===== src/rtl/mem_types_pkg.sv =====
// Shared types for the icache block-read path: block/word types, the
// responder state encoding and the byte-address helper.
package mem_types_pkg;

  typedef logic [28:0] block_addr_t;
  typedef logic [31:0] word_t;

  typedef enum logic [1:0] {
    IDLE,
    RD0,
    RD1,
    RESP
  } imem_resp_state_t;

  localparam int IMEM_BLOCK_WORDS = 2;

  // Byte address of one word inside a block; pure concatenation, no carry.
  function automatic logic [31:0] wordByteAddr(input block_addr_t blk, input logic off);
    return {blk, off, 2'b00};
  endfunction

endpackage


===== src/rtl/imem_responder_watchdog.sv =====
// RAM stall watchdog: counts consecutive stall cycles of one word read and
// raises a sticky timeout once the count reaches MAX_WAIT_CYCLES.
module imem_watchdog #(
  parameter int MAX_WAIT_CYCLES = 255,
  parameter int WAIT_CNT_WIDTH  = 8
) (
  input  logic CLK,
  input  logic RST,
  input  logic count_en,
  input  logic clear,
  output logic timeout
);

  localparam logic [WAIT_CNT_WIDTH-1:0] MAX_CNT  = WAIT_CNT_WIDTH'(MAX_WAIT_CYCLES);
  localparam logic [WAIT_CNT_WIDTH-1:0] LAST_CNT = WAIT_CNT_WIDTH'(MAX_WAIT_CYCLES - 1);

  logic [WAIT_CNT_WIDTH-1:0] r_waitCnt;
  logic                      r_error;
  logic                      w_atMax;
  logic                      w_reachMax;

  assign w_atMax    = (r_waitCnt >= MAX_CNT);
  assign w_reachMax = count_en & ~clear & (r_waitCnt >= LAST_CNT);
  assign timeout    = r_error;

  // Stall counter; saturates at the limit so it can never wrap back to zero.
  always_ff @(posedge CLK) begin
    if (RST)
      r_waitCnt <= '0;
    else if (clear)
      r_waitCnt <= '0;
    else if (count_en && !w_atMax)
      r_waitCnt <= r_waitCnt + 1'b1;
  end

  // Sticky error, set on the stall that brings the count to the limit.
  always_ff @(posedge CLK) begin
    if (RST)
      r_error <= 1'b0;
    else if (w_reachMax)
      r_error <= 1'b1;
  end

endmodule


===== src/rtl/imem_responder.sv =====
// Memory-controller responder for icache 2-word block reads. Each request
// is served by two sequential word reads on the RAM port and answered with
// a one-cycle imem_hit. A requester that changes or drops its address
// mid-fetch aborts the fetch.
// Optional macro IMEM_LAST_BLOCK_BUF_EN adds a one-entry last-block buffer
// that answers a repeated request without touching RAM.
module imem_responder
  import mem_types_pkg::*;
#(
  parameter int MAX_WAIT_CYCLES = 255,
  parameter int WAIT_CNT_WIDTH  = 8
) (
  input  logic                               CLK,
  input  logic                               RST,
  output logic                               DUT_error,
  input  logic                               imem_REN,
  input  block_addr_t                        imem_block_addr,
  output logic                               imem_hit,
  output word_t [IMEM_BLOCK_WORDS-1:0]       imem_load,
  output logic                               ram_REN,
  output logic [31:0]                        ram_addr,
  input  logic                               ram_ready,
  input  word_t                              ram_load,
  input  logic                               buf_flush
);

  imem_resp_state_t r_state;
  imem_resp_state_t w_nextState;
  block_addr_t      r_blkAddr;
  word_t            r_word0;
  word_t            r_word1;

  logic w_match;
  logic w_inRd;
  logic w_hit;
  logic w_countEn;
  logic w_clear;
  logic w_bufHit;

  assign w_match   = imem_REN & (imem_block_addr == r_blkAddr);
  assign w_inRd    = (r_state == RD0) | (r_state == RD1);
  assign w_hit     = (r_state == RESP) & w_match;
  assign w_countEn = w_inRd & w_match & ~ram_ready;
  assign w_clear   = ~w_inRd | ram_ready | ~w_match;

`ifdef IMEM_LAST_BLOCK_BUF_EN
  logic        r_lbValid;
  block_addr_t r_lbAddr;
  logic [63:0] r_lbData;

  assign w_bufHit = imem_REN & r_lbValid & (imem_block_addr == r_lbAddr);

  // Last-block buffer: refilled on every hit; a flush in the same cycle wins.
  always_ff @(posedge CLK) begin
    if (RST) begin
      r_lbValid <= 1'b0;
      r_lbAddr  <= '0;
      r_lbData  <= '0;
    end else begin
      if (w_hit) begin
        r_lbAddr <= r_blkAddr;
        r_lbData <= {r_word1, r_word0};
      end
      if (buf_flush)
        r_lbValid <= 1'b0;
      else if (w_hit)
        r_lbValid <= 1'b1;
    end
  end
`else
  logic w_unusedFlush;

  assign w_bufHit      = 1'b0;
  assign w_unusedFlush = buf_flush;
`endif

  // State register.
  always_ff @(posedge CLK) begin
    if (RST)
      r_state <= IDLE;
    else
      r_state <= w_nextState;
  end

  // Next-state logic: a mismatch in a read state aborts back to IDLE.
  always_comb begin
    w_nextState = r_state;
    case (r_state)
      IDLE: begin
        if (w_bufHit)
          w_nextState = RESP;
        else if (imem_REN)
          w_nextState = RD0;
      end
      RD0: begin
        if (!w_match)
          w_nextState = IDLE;
        else if (ram_ready)
          w_nextState = RD1;
      end
      RD1: begin
        if (!w_match)
          w_nextState = IDLE;
        else if (ram_ready)
          w_nextState = RESP;
      end
      RESP:    w_nextState = IDLE;
      default: w_nextState = IDLE;
    endcase
  end

  // Address and data capture; data is only taken while the request still matches.
  always_ff @(posedge CLK) begin
    if (RST) begin
      r_blkAddr <= '0;
      r_word0   <= '0;
      r_word1   <= '0;
    end else begin
      case (r_state)
        IDLE: begin
          if (imem_REN)
            r_blkAddr <= imem_block_addr;
`ifdef IMEM_LAST_BLOCK_BUF_EN
          if (w_bufHit) begin
            r_word0 <= r_lbData[31:0];
            r_word1 <= r_lbData[63:32];
          end
`endif
        end
        RD0: begin
          if (w_match && ram_ready)
            r_word0 <= ram_load;
        end
        RD1: begin
          if (w_match && ram_ready)
            r_word1 <= ram_load;
        end
        default: ;
      endcase
    end
  end

  // Outputs: RAM request in the read states, hit and block data in RESP only.
  always_comb begin
    ram_REN   = 1'b0;
    ram_addr  = '0;
    imem_hit  = 1'b0;
    imem_load = '0;
    case (r_state)
      RD0: begin
        ram_REN  = 1'b1;
        ram_addr = wordByteAddr(r_blkAddr, 1'b0);
      end
      RD1: begin
        ram_REN  = 1'b1;
        ram_addr = wordByteAddr(r_blkAddr, 1'b1);
      end
      RESP: begin
        imem_hit = w_hit;
        if (w_hit)
          imem_load = {r_word1, r_word0};
      end
      default: ;
    endcase
  end

  imem_watchdog #(
    .MAX_WAIT_CYCLES(MAX_WAIT_CYCLES),
    .WAIT_CNT_WIDTH (WAIT_CNT_WIDTH)
  ) u_watchdog (
    .CLK     (CLK),
    .RST     (RST),
    .count_en(w_countEn),
    .clear   (w_clear),
    .timeout (DUT_error)
  );

endmodule


===== config.mk =====
export PLATFORM = sky130hd
export DESIGN_NAME = imem_responder
export DESIGN_NICKNAME = d
export VERILOG_FILES = /design/src/rtl/mem_types_pkg.sv /design/src/rtl/imem_responder_watchdog.sv /design/src/rtl/imem_responder.sv
export SDC_FILE = /design/constraint.sdc
export NUM_CORES = 1
export LEC_CHECK = 0
export ABC_AREA = 0
export CAP_MARGIN = 20
export CORE_MARGIN = 10
export CORE_UTILIZATION = 65
export DETAILED_ROUTE_END_ITERATION = 16
export DONT_BUFFER_PORTS = 1
export PLACE_DENSITY = 0.81
export SYNTH_ARGS = -nofsm -noshare
export SYNTH_HDL_FRONTEND = slang
export SYNTH_SLANG_ARGS = --single-unit

===== constraint.sdc =====
create_clock -name CLK -period 7.1 [get_ports CLK]
set_input_delay 1.42 -clock CLK [delete_from_list [all_inputs] [get_ports CLK]]
set_output_delay 1.42 -clock CLK [all_outputs]
set_load 0.02 [all_outputs]

After elaboration in Yosys (flattened, before gate mapping)
Cells that the tools add are included.
- flip-flop bits (word level): 104
- bits in latches: 0
- bits in writable memories: 0
- memory bits (read-only): 0
- input bits: 66
- output and inout bits: 99
- word-level logic and storage cells: 50
- memories: 0
- add/subtract/negate cells: 1
- $mul: 0
- div/mod/pow operators: 0
- order comparisons: 2
- eq/ne operators: 7
- shifts and indexed selects: 0
- mux-type cells: 11
- bitwise logic cells: 13
- reductions and logical operators: 10
- operators by type and width (operator ; count):
    2-to-1 mux 64 bit ; 2
    case mux 32 bit (2 select lines) ; 1
    equality test 29 bit ; 1
    >= comparator 8 bit (second input constant) ; 2
    2-to-1 mux 2 bit ; 5
    adder 8 x 1 -> 8 bit (second input constant) ; 1
    case mux 2 bit (4 select lines) ; 1
    AND 1 bit ; 6
    inequality test 3 bit (second input constant) ; 2
    AND reduction 2 bit ; 3
    equality test 2 bit (second input constant) ; 2
    inverter 1 bit ; 4
    OR reduction 2 bit ; 2
    bitwise OR 1 bit ; 3
    AND reduction 3 bit ; 1
    equality test 2 x 1 -> 1 bit (second input constant) ; 1
    logical AND 1 bit ; 2
    zero test 2 bit ; 1
    2-to-1 mux 1 bit ; 2
    inequality test 2 bit (second input constant) ; 1
    zero test 1 bit ; 1

Depth between registers and ports, before layout
Gate-level depths: netlist of run 1.
- word-level depth: 8
- mapped depth: 8
- mapped depth without buffers: 7

Hierarchy
From an unflattened synthesis of run 1, not the netlist that was laid out.
- cell total of the unflattened synthesis: 676
- area total of the unflattened synthesis: 5474.0 um^2
- by module, submodules not included (module ; instances ; cells each ; area an instance (um^2) ; seq. area each (um^2)):
    imem_responder ; 1 ; 623 ; 5003.5 ; 1901.8
    imem_watchdog ; 1 ; 53 ; 470.5 ; 180.2

Least setup slack after synthesis of run 1
No wires, ideal clock.
- kind: input -> output
- start point: input port imem_block_addr[5]
- end point: output port imem_load[54] (netlist name)
- arrival: 3171 ps
- data required time: 5680 ps
- path slack: 2509 ps
- cell stages on the path: 7
- path buffers: 1
- path through: nor2b_1 -> a2111o_1 -> nor4_4 -> nand3_1 -> nor2_1 -> clkbuf_1 -> and2_1
- RTL lines (item ; line ; source):
    start: declaration ; imem_responder.sv:17 ; input block_addr_t imem_block_addr,
    end: declaration ; imem_responder.sv:19 ; output word_t [IMEM_BLOCK_WORDS-1:0] imem_load,

==> results of run 1 <==
final cells by class:
class	instances	area (sq um)	area share
multi-input cells	418	2640	0.512
inverters	14	52.6	0.0102
flip-flops and latches	104	2080	0.404
clock buffers	10	128	0.0248
repair buffers	3	35.0	0.00679
well taps	99	124	0.0240
clock inverters	6	97.6	0.0189
kinds of logic (layout without fill, tap and decap cells):
logic type	after synthesis	in the layout	synth area share
AO/OA/AOI/OAI	49	49	0.0614
XOR/XNOR	21	21	0.0373
adder cells (fa/ha/maj)	8	8	0.0203
buffers and inverters	51	33	0.0454
flip-flops	104	104	0.422
multiplexers	64	64	0.130
other	1	2	0.000760
AND/OR/NAND/NOR	274	274	0.283
final timing paths:
| kind | from | end | slack, ps |
|---|---|---|---|
| worst max-delay path | imem_block_addr[2] | imem_load[45] | 2030 |
| worst max register to register | r_blkAddr[22] | r_word1[5] | 4130 |
| worst min register to register | r_blkAddr[19] | r_blkAddr[19] | 470 |
| worst min-delay path | r_blkAddr[19] | r_blkAddr[19] | 470 |
critical path, stage by stage:
cell and delay [ps]:
xnor2_1 140, nand4_1 120, nor4_1 700, nand3_1 410, nor2_4 270, buf_12 240
and2_1 310
per-layer routing:
metal,routed length [um],up-vias,global-route usage,share of wire
met1,4470,1727,0.210,0.39
li1,-,1806,-,-
met3,1280,22,0.0778,0.11
met2,5550,126,0.316,0.48
met5,0,-,0,0
met4,264,0,0.0851,0.023
through the flow:
step / total power [uW] / hold WS, ps / setup WS, ps / utilization / cells
after global placement: 678 / 448 / 1700 / 0.670 / 637
after floorplan: 677 / 445 / 2510 / - / 573
after global routing: 1120 / 494 / 1880 / 0.703 / 654
final: 1080 / 475 / 2030 / 0.703 / 654
after CTS: 1090 / 474 / 1550 / 0.701 / 653
after detailed placement: 681 / 454 / 1540 / 0.670 / 637
synthesized netlist by cell type:
library cell,n,area [sq um]
dfxtp_1,104,2080
and2_1,96,601
nor2_1,74,278
mux2i_1,64,641
nand2_1,62,233
a21oi_1,35,175
clkbuf_1,20,75.1
xnor2_1,18,158
inv_1,14,52.6
nor2b_1,11,68.8
ha_1,8,100
clkbuf_2,6,30.0
nand3_1,6,30.0
and3_1,5,31.3
buf_2,5,25.0
buf_4,5,37.5
nand2b_1,5,31.3
nand4_1,5,31.3
a2111o_1,3,33.8
o21ai_0,3,15.0
xor2_1,3,26.3
a311oi_2,2,30.0
o22ai_1,2,12.5
or3_1,2,12.5
a211oi_2,1,12.5
a31oi_1,1,6.26
and2b_1,1,7.51
and4_1,1,8.76
buf_1,1,3.75
conb_1,1,3.75
nor3_1,1,5.00
nor4_1,1,6.26
nor4_2,1,12.5
nor4_4,1,21.3
o2111ai_1,1,8.76
o221ai_1,1,8.76
or3b_1,1,8.76
or4_1,1,7.51
where the power goes:
part / switching [uW] / leakage [uW] / internal [uW] / total [uW]
logic: 37.3 / 0.00114 / 26.4 / 63.6
clock network: 209 / 0.000113 / 204 / 414
registers: 9.39 / 0.000842 / 594 / 604
layout by cell type, fill, tap and decap left out, types with 2 or more instances in the layout:
master | synthesis | final
a2111o_1 | 3 | 3
a21oi_1 | 35 | 35
a311oi_2 | 2 | 2
and2_1 | 96 | 96
and3_1 | 5 | 5
buf_4 | 5 | 2
bufinv_16 | 0 | 2
clkbuf_8 | 0 | 9
conb_1 | 1 | 2
dfxtp_1 | 104 | 104
ha_1 | 8 | 8
inv_1 | 14 | 14
inv_6 | 0 | 2
mux2i_1 | 64 | 64
nand2_1 | 62 | 62
nand2b_1 | 5 | 5
nand3_1 | 6 | 6
nand4_1 | 5 | 5
nor2_1 | 74 | 73
nor2b_1 | 11 | 11
o21ai_0 | 3 | 3
o22ai_1 | 2 | 2
or3_1 | 2 | 2
xnor2_1 | 18 | 18
xor2_1 | 3 | 3
sequential cells by signal (all words and copies together) (netlist names):
name	count
u_watchdog.timeout	1
u_watchdog.r_waitCnt	8
r_blkAddr	29
r_state	2
r_word1	32
r_word0	32
==> key figures, run 1 <==
Run status
  • Status: complete, no violations

Critical path
  • Startpoint Class: primary input
  • Worst Path Required: between 5000 and 6000 ps
  • Crit path max fanout: 60
  • Kind of critical path: primary input to output pin
  • CP arrival: 3650 ps
  • CP endpoint kind: output pin
  • Reg2reg path depth: 6

Logic synthesis
  • #FFs+latches synth: 104
  • Sequential area share after synthesis: 0.422
  • Synthesized area: 4930 sq um
  • Avg Cell Area, Syn: 8.62 sq um
  • Yosys warns: 0
  • Syn Inst Count: about 570
  • Synth unique cells: 38

Floorplanning
  • Full die area: 11500 sq um
  • Die width: 107 um
  • Core Box Area: approximately 7300 sq um
  • Initial Util: 0.673
  • Die height: 107 um
  • Site Rows: 31
  • # IOs: 165

Placement
  • Gpl congestion: 0.817
  • Dpl hpwl: roughly 8.2 mm
  • Placed cell areas: 4910 sq um
  • Port Buffers: 0

Timing
  • Tmin final: 5070 ps
  • Fin crit share: 0.714
  • Final setup fails: 0
  • Fmax: 197 MHz
  • RSZ-0062 raised after global routing: no
  • Post-Route Skew: 12.1 ps
  • Final hold violations: 0
  • Final setup TNS: 0 ps
  • Worst slew pin tran: 1080 ps
  • Final Max Tran Viols: 0
  • Slew HR: 0.282

Min path
  • Hold Path Class: register to register
  • Hold Path Depth: 2

Global route
  • Global-route wire length before repair: around 18 mm
  • Total grt overflow: 0
  • GRT Total Usage: 0.191
  • Largest net degree at the start of global routing: 98
  • Vias in the first global route: 3619
  • Antenna violations before repair: 0

Layout
  • Fillers: 621
  • Antenna cells: 0
  • Final net count: 624
  • Area delta synth->final: 4.57%
  • Ratio of cells with drive above 1 in the final layout: 0.0450
  • Final instance area: 5160 sq um

Clock tree
  • Worst-path clk slew: 100 ps
  • Gates resized, CTS repair: 0
  • Clock sink count: 104
  • CTS tree: yes
  • Hold buffers post-CTS: 0
  • TritonCTS Buffers: 9
  • Clk_lat worst skew: around 370 ps
  • Post-CTS setup repair buffer count: 0
  • CTS Root Cell: clkbuf_8
  • CTS Buffer Depth: 2
  • Htree depth: 3

Detailed routing
  • Remaining antenna violation count: 0
  • DRT Pass-1 Iters: 4
  • Initial DRC Count: 136
  • WL/cell: ~18 um
  • Via Count: between 3000 and 4000
  • Residual DRC count: 0
  • Detailed Route WL: around 12 mm
  • Drt via density: 5.63

Power
  • Peak supply drop: approximately 0.13 mV
  • Leak: 0.00210 uW
  • Pwr/cell area: about 210 nW/um^2

Flow run
  • Max-cap violations: 0
Note: power is estimated with default switching activity, not from simulation.
==> run 2: changes to the inputs <==
--- a/config.mk
+++ b/config.mk
@@ -8,10 +8,10 @@
 export ABC_AREA = 0
 export CAP_MARGIN = 20
 export CORE_MARGIN = 10
-export CORE_UTILIZATION = 65
+export CORE_UTILIZATION = 57
 export DETAILED_ROUTE_END_ITERATION = 16
 export DONT_BUFFER_PORTS = 1
-export PLACE_DENSITY = 0.81
+export PLACE_DENSITY = 0.75
 export SYNTH_ARGS = -nofsm -noshare
 export SYNTH_HDL_FRONTEND = slang
 export SYNTH_SLANG_ARGS = --single-unit
==> constraint.sdc (replaced) <==
create_clock -name CLK -period 4.2 [get_ports CLK]
set_input_delay 0.84 -clock CLK [delete_from_list [all_inputs] [get_ports CLK]]
set_output_delay 0.84 -clock CLK [all_outputs]
set_load 0.02 [all_outputs]
==> run 2 against run 1 <==
Register-to-register slack worse by 2600 ps; flip-flop and latch count unchanged; non-clock buffer count up 4; final cell count up 1.5%; worst hold slack worse by 4.6 ps; setup slack worse by 1300 ps; global-route usage down 1.6 points; first-iteration DRC count up 28%; sequential share of layout area about the same; largest cell class unchanged.
==> key figures, run 2 (synthesized netlist as in run 1, its figures left out) <==
Run status
  • Status: complete, no violations

Critical path
  • Startpoint Class: primary input
  • CP endpoint kind: output pin
  • Kind of critical path: primary input to output pin
  • Worst Path Required: 3360 ps (-2320 ps)
  • Crit path max fanout: 65 (+8.3%)
  • Reg2reg path depth: 7 (+1)
  • CP arrival: 2680 ps (-970 ps)

Timing
  • Final setup fails: 0 (unchanged)
  • RSZ-0062 raised after global routing: no
  • Final setup TNS: 0 ps (unchanged)
  • Tmin final: 3520 ps
  • Fin crit share: 0.837
  • Final hold violations: 0 (unchanged)
  • Slew HR: 0.318 (+0.0358)
  • Fmax: approximately 280 MHz
  • Hold slack: 470 ps (-4.64 ps)
  • Worst slew pin tran: 1020 ps (-53.7 ps)
  • Final Max Tran Viols: 0 (unchanged)
  • Post-Route Skew: 16.9 ps (+4.83 ps)

Detailed routing
  • Via Count: 3649 (-0.87%)
  • Detailed Route WL: 11.7 mm (+1.5%)
  • DRT Pass-1 Iters: 4 (unchanged)
  • WL/cell: 17.7 um (about the same)
  • Drt via density: 5.50 (-2.4%)
  • Residual DRC count: 0 (unchanged)
  • Remaining antenna violation count: 0 (unchanged)
  • Initial DRC Count: 174 (+28%)

Global route
  • Vias in the first global route: 3562 (-1.6%)
  • Largest net degree at the start of global routing: 98 (unchanged)
  • Antenna violations before repair: 0 (unchanged)
  • Global-route wire length before repair: 18.5 mm (+2.5%)
  • GRT Total Usage: 0.175 (-0.0162)
  • Total grt overflow: 0 (unchanged)

Floorplanning
  • Site Rows: 33 (+6.5%)
  • Die height: 113 um (+5.5%)
  • Die width: 113 um (+5.5%)
  • Initial Util: 0.594 (-0.0785)
  • # IOs: 165 (unchanged)
  • Core Box Area: 8300 sq um (+13%)
  • Full die area: 12800 sq um (+11%)

Clock tree
  • CTS tree: yes
  • Htree depth: 3 (unchanged)
  • CTS Buffer Depth: 2 (unchanged)
  • TritonCTS Buffers: 9 (unchanged)
  • CTS Root Cell: clkbuf_8
  • Hold buffers post-CTS: 0 (unchanged)
  • Post-CTS setup repair buffer count: 0 (unchanged)
  • Gates resized, CTS repair: 0 (unchanged)
  • Worst-path clk slew: 100 ps (about the same)
  • Clock sink count: 104 (unchanged)
  • Clk_lat worst skew: 370 ps (about the same)

Power
  • Combinational share of power: 0.062 (+0.003)
  • NetSw: 431 uW (+68%)
  • Tot Pwr: 1720 uW (+59%)
  • Clock power frac: 0.345 (-0.038)
  • Peak supply drop: 0.157 mV (+22%)
  • Sw Ratio: 0.251 (+0.0140)
  • Pwr/cell area: 333 nW/um^2 (+59%)
  • Seq pwr share: 0.594 (+0.036)
  • Internal power: 1290 uW (+56%)
  • Leak: 0.00210 uW (about the same)

Placement
  • Dpl hpwl: 8.61 mm (+4.8%)
  • Port Buffers: 0 (unchanged)
  • Gpl congestion: 0.854 (+4.6%)
  • Placed Cells: 648 (+1.7%)
  • Placed cell areas: 4970 sq um (+1.2%)

Layout
  • Fin cells: 664 (+1.5%)
  • Final net count: 628 (+0.64%)
  • Antenna cells: 0 (unchanged)
  • Most frequent cells in the layout: dfxtp_1, and2_1, nor2_1, mux2i_1, nand2_1
  • Ratio of cells with drive above 1 in the final layout: 0.0537 (+0.00862)
  • Commonest non-fill, non-tap cell in the layout: dfxtp_1
  • Final instance area: 5160 sq um (about the same)
  • Largest registers: r_word0: 32 flops, r_word1: 32 flops, r_blkAddr: 29 flops
  • Area delta synth->final: 4.59% (about the same)
  • Fillers: 723 (+16%)

Min path
  • Hold Path Class: register to register
  • Hold Path Depth: 2 (unchanged)

Flow run
  • Max-cap violations: 0 (unchanged)
## run 2: cell count changes in the layout (fill, tap and decap cells not counted), sizes merged
| cell | previous run | this run |
|---|---|---|
| buf | 3 | 7 |
| inv | 17 | 16 |
| bufinv | 2 | 0 |
| clkinv | 1 | 3 |
| clkinvlp | 0 | 1 |
## run 2: power by group through the flow
stage | combinational, uW | sequential, uW | clock, uW
after global placement | 104 | 1040 | 0
after CTS | 108 | 1020 | 610
after floorplan | 105 | 1040 | 0
after global routing | 120 | 1020 | 649
after detailed placement | 107 | 1040 | 0
final | 107 | 1020 | 592
## run 2: cell type report
| cell class | instances | area, sq um | share of cell area |
|---|---|---|---|
| timing repair buffer | 7 | 65.1 | 0.0126 |
| multi-input combinational | 418 | 2640 | 0.511 |
| clock inverter | 6 | 51.3 | 0.00995 |
| sequential | 104 | 2080 | 0.404 |
| clock buffer | 10 | 138 | 0.0267 |
| tap | 105 | 131 | 0.0255 |
| inverter | 14 | 52.6 | 0.0102 |
## run 2: stage by stage
step / worst slack, ps / util
after floorplan: 769 / -
after global placement: 719 / 0.599
after detailed placement: 694 / 0.599
after CTS: 683 / 0.621
after global routing: 555 / 0.621
final: 684 / 0.621
## run 2: critical path, cell delays in order
cell	delay (ps)
nor2b_1	110
a2111o_1	400
nor4_2	340
nand3_1	120
buf_4	170
nor2_4	100
buf_12	230
and2_1	340
## run 2: final timing paths
path	endpoint	slack (ps)	start
setup / recovery	imem_load[13]	680	imem_block_addr[28]
hold / removal	r_blkAddr[11]	470	r_blkAddr[11]
setup reg to reg	r_word1[22]	1580	r_blkAddr[15]
hold reg to reg	r_blkAddr[11]	470	r_blkAddr[11]
## run 2: routing by layer
metal  vias up  part of all wire  routed length [um]  GRT usage
li1       1803                 -                   -          -
met1      1712              0.40                4650      0.195
met2       124              0.49                5730      0.293
met3        10              0.10                1220     0.0761
met4         0             0.012                 144     0.0558
met5         -                 0                   0          0
==> run 3: changes to the inputs <==
--- a/config.mk
+++ b/config.mk
@@ -8,10 +8,10 @@
 export ABC_AREA = 0
 export CAP_MARGIN = 20
 export CORE_MARGIN = 10
-export CORE_UTILIZATION = 57
+export CORE_UTILIZATION = 63
 export DETAILED_ROUTE_END_ITERATION = 16
 export DONT_BUFFER_PORTS = 1
-export PLACE_DENSITY = 0.75
+export PLACE_DENSITY = 0.79
 export SYNTH_ARGS = -nofsm -noshare
 export SYNTH_HDL_FRONTEND = slang
 export SYNTH_SLANG_ARGS = --single-unit
==> constraint.sdc (replaced) <==
create_clock -name CLK -period 3.5 [get_ports CLK]
set_input_delay 0.7 -clock CLK [delete_from_list [all_inputs] [get_ports CLK]]
set_output_delay 0.7 -clock CLK [all_outputs]
set_load 0.02 [all_outputs]
==> run 3 against run 2 <==
Combinational power up 21%; worst hold slack worse by 67 ps; power up 20%; final cell count down 0.60%; first-iteration DRC count down 16%; clock skew down 1.2 ps; die area down 7.9%; wire length down 1.3%.
==> key figures, run 3 (synthesized netlist as in run 1, its figures left out) <==
Timing
  • Slew HR: 0.307 (-0.0107)
  • Fin crit share: 0.944
  • Tmin final: 3300 ps
  • Final setup fails: 0 (unchanged)
  • Worst slew pin tran: 1040 ps (+16.0 ps)
  • Final WS setup: 195 ps (-489 ps)
  • Fmax: 303 MHz
  • Post-Route Skew: 15.7 ps (-1.21 ps)
  • RSZ-0062 raised after global routing: no
  • Final Max Tran Viols: 0 (unchanged)
  • Hold slack: 403 ps (-67.1 ps)
  • Final setup TNS: 0 ps (unchanged)
  • Final hold violations: 0 (unchanged)

Flow run
  • Max-cap violations: 0 (unchanged)

Detailed routing
  • Initial DRC Count: 146 (-16%)
  • Via Count: 3631 (-0.49%)
  • Met3 WL: 1.21 mm (-0.82%)
  • WL/cell: 17.6 um (-0.66%)
  • Remaining antenna violation count: 0 (unchanged)
  • M1 WL: 4.69 mm (+0.90%)
  • Detailed Route WL: 11.6 mm (-1.3%)
  • DRT Pass-1 Iters: 4 (unchanged)
  • Residual DRC count: 0 (unchanged)
  • Drt via density: 5.50 (+0.11%)
  • Metal2 WL: 5.58 mm (-2.7%)
  • Highest metal used: met4

Placement
  • Gpl congestion: 0.851 (-0.43%)
  • Dpl hpwl: 8.42 mm (-2.3%)
  • Pre-CTS WS: 276 ps (-419 ps)
  • Placed Cells: 644 (-0.62%)
  • Port Buffers: 0 (unchanged)

Clock tree
  • Hold buffers post-CTS: 0 (unchanged)
  • TritonCTS Buffers: 9 (unchanged)
  • Clk_lat worst skew: 350 ps (-20 ps)
  • Htree depth: 3 (unchanged)
  • Worst-path clk slew: 110 ps (about the same)
  • Gates resized, CTS repair: 0 (unchanged)
  • CTS Root Cell: clkbuf_8
  • Post-CTS setup repair buffer count: 0 (unchanged)
  • CTS Buffer Depth: 2 (unchanged)
  • CTS tree: yes
  • Clock sink count: 104 (unchanged)

Global route
  • Antenna violations before repair: 0 (unchanged)
  • Global-route wire length before repair: 18.0 mm (-2.7%)
  • Vias in the first global route: 3571 (+0.25%)
  • GRT Total Usage: 0.187 (+0.0121)
  • Largest net degree at the start of global routing: 98 (unchanged)
  • Total grt overflow: 0 (unchanged)

Critical path
  • Worst Path Required: 2800 ps (-560 ps)
  • Crit path max fanout: 65 (unchanged)
  • Startpoint Class: register
  • CP arrival: 2600 ps (-80 ps)
  • Kind of critical path: register to output pin
  • CP endpoint kind: output pin

Power
  • Peak supply drop: 0.259 mV (+65%)
  • Pwr/cell area: 401 nW/um^2 (+20%)
  • Leak: 0.00210 uW (about the same)
  • Tot Pwr: 2060 uW (+20%)

Floorplanning
  • Core Box Area: 7690 sq um (-7.4%)
  • Die width: 108 um (-4.0%)
  • # IOs: 165 (unchanged)
  • Die height: 108 um (-4.0%)
  • Initial Util: 0.641 (+0.0473)
  • Full die area: 11800 sq um (-7.9%)
  • Site Rows: 32 (-3.0%)

Layout
  • Commonest non-fill, non-tap cell in the layout: dfxtp_1
  • Most frequent cells in the layout: dfxtp_1, and2_1, nor2_1, mux2i_1, nand2_1
  • Final net count: 627 (-0.16%)
  • Antenna cells: 0 (unchanged)
  • Area delta synth->final: 4.52% (about the same)
  • Fin cells: 660 (-0.60%)
  • Ratio of cells with drive above 1 in the final layout: 0.0520 (-0.00170)
  • Largest registers: r_word0: 32 flops, r_word1: 32 flops, r_blkAddr: 29 flops

Run status
  • Status: complete, no violations

Min path
  • Hold Path Class: primary input to register
==> run 3: changes by cell type in the layout (fill, tap and decap cells not counted) <==
cell / delta
buf_12: +1
clkinv_2: +1
inv_6: +1
inv_8: +1
clkbuf_8: -1
clkinvlp_4: -1
clkinv_4: -1
buf_4: -2
==> run 3: worst paths after layout <==
kind | startpoint | to | slack (ps) | cells after the start
worst max register to register | r_blkAddr[13] | u_watchdog.r_waitCnt[6] | 950 | 8
worst min-delay path | RST | r_word1[22] | 400 | 1
worst min register to register | r_blkAddr[19] | r_blkAddr[19] | 470 | 2
worst max-delay path | r_blkAddr[13] | imem_load[11] | 200 | 8
==> run 3: worst max-delay path: stages, from the launching register on <==
cell     delay [ps]
dfxtp_1         350
xnor2_1         250
nand4_1         180
nor4_1          420
buf_4           200
nand3_1         130
nor2_4          150
buf_12          230
and2_1          320
==> run 3: area by class of cell <==
| class | count | area (sq um) |
|---|---|---|
| Tap cell | 102 | 128 |
| Clock inverter | 7 | 60.1 |
| Fill cell | 624 | 2530 |
| Clock buffer | 9 | 124 |
| Inverter | 14 | 52.6 |
| Timing Repair Buffer | 6 | 70.1 |
| Multi-Input combinational cell | 418 | 2640 |
| Sequential cell | 104 | 2080 |
==> run 3: routing by layer <==
layer | vias up | GRT usage
li1 | 1808 | -
met5 | - | 0
met1 | 1694 | 0.215
met3 | 10 | 0.0720
met4 | 0 | 0.0584
met2 | 119 | 0.314
==> run 3: metrics by stage <==
stage	util	cell area [sq um]
2_1_floorplan	-	4930
3_3_place_gp	0.646	4970
3_5_place_dp	0.646	4970
4_1_cts	0.670	5150
5_1_grt	0.670	5150
6_report	0.670	5150
==> run 3: power by group <==
group | total, uW | switching [uW] | internal (uW)
registers | 1220 | 19.1 | 1210
logic | 130 | 76.9 | 53.5
clock network | 710 | 436 | 274
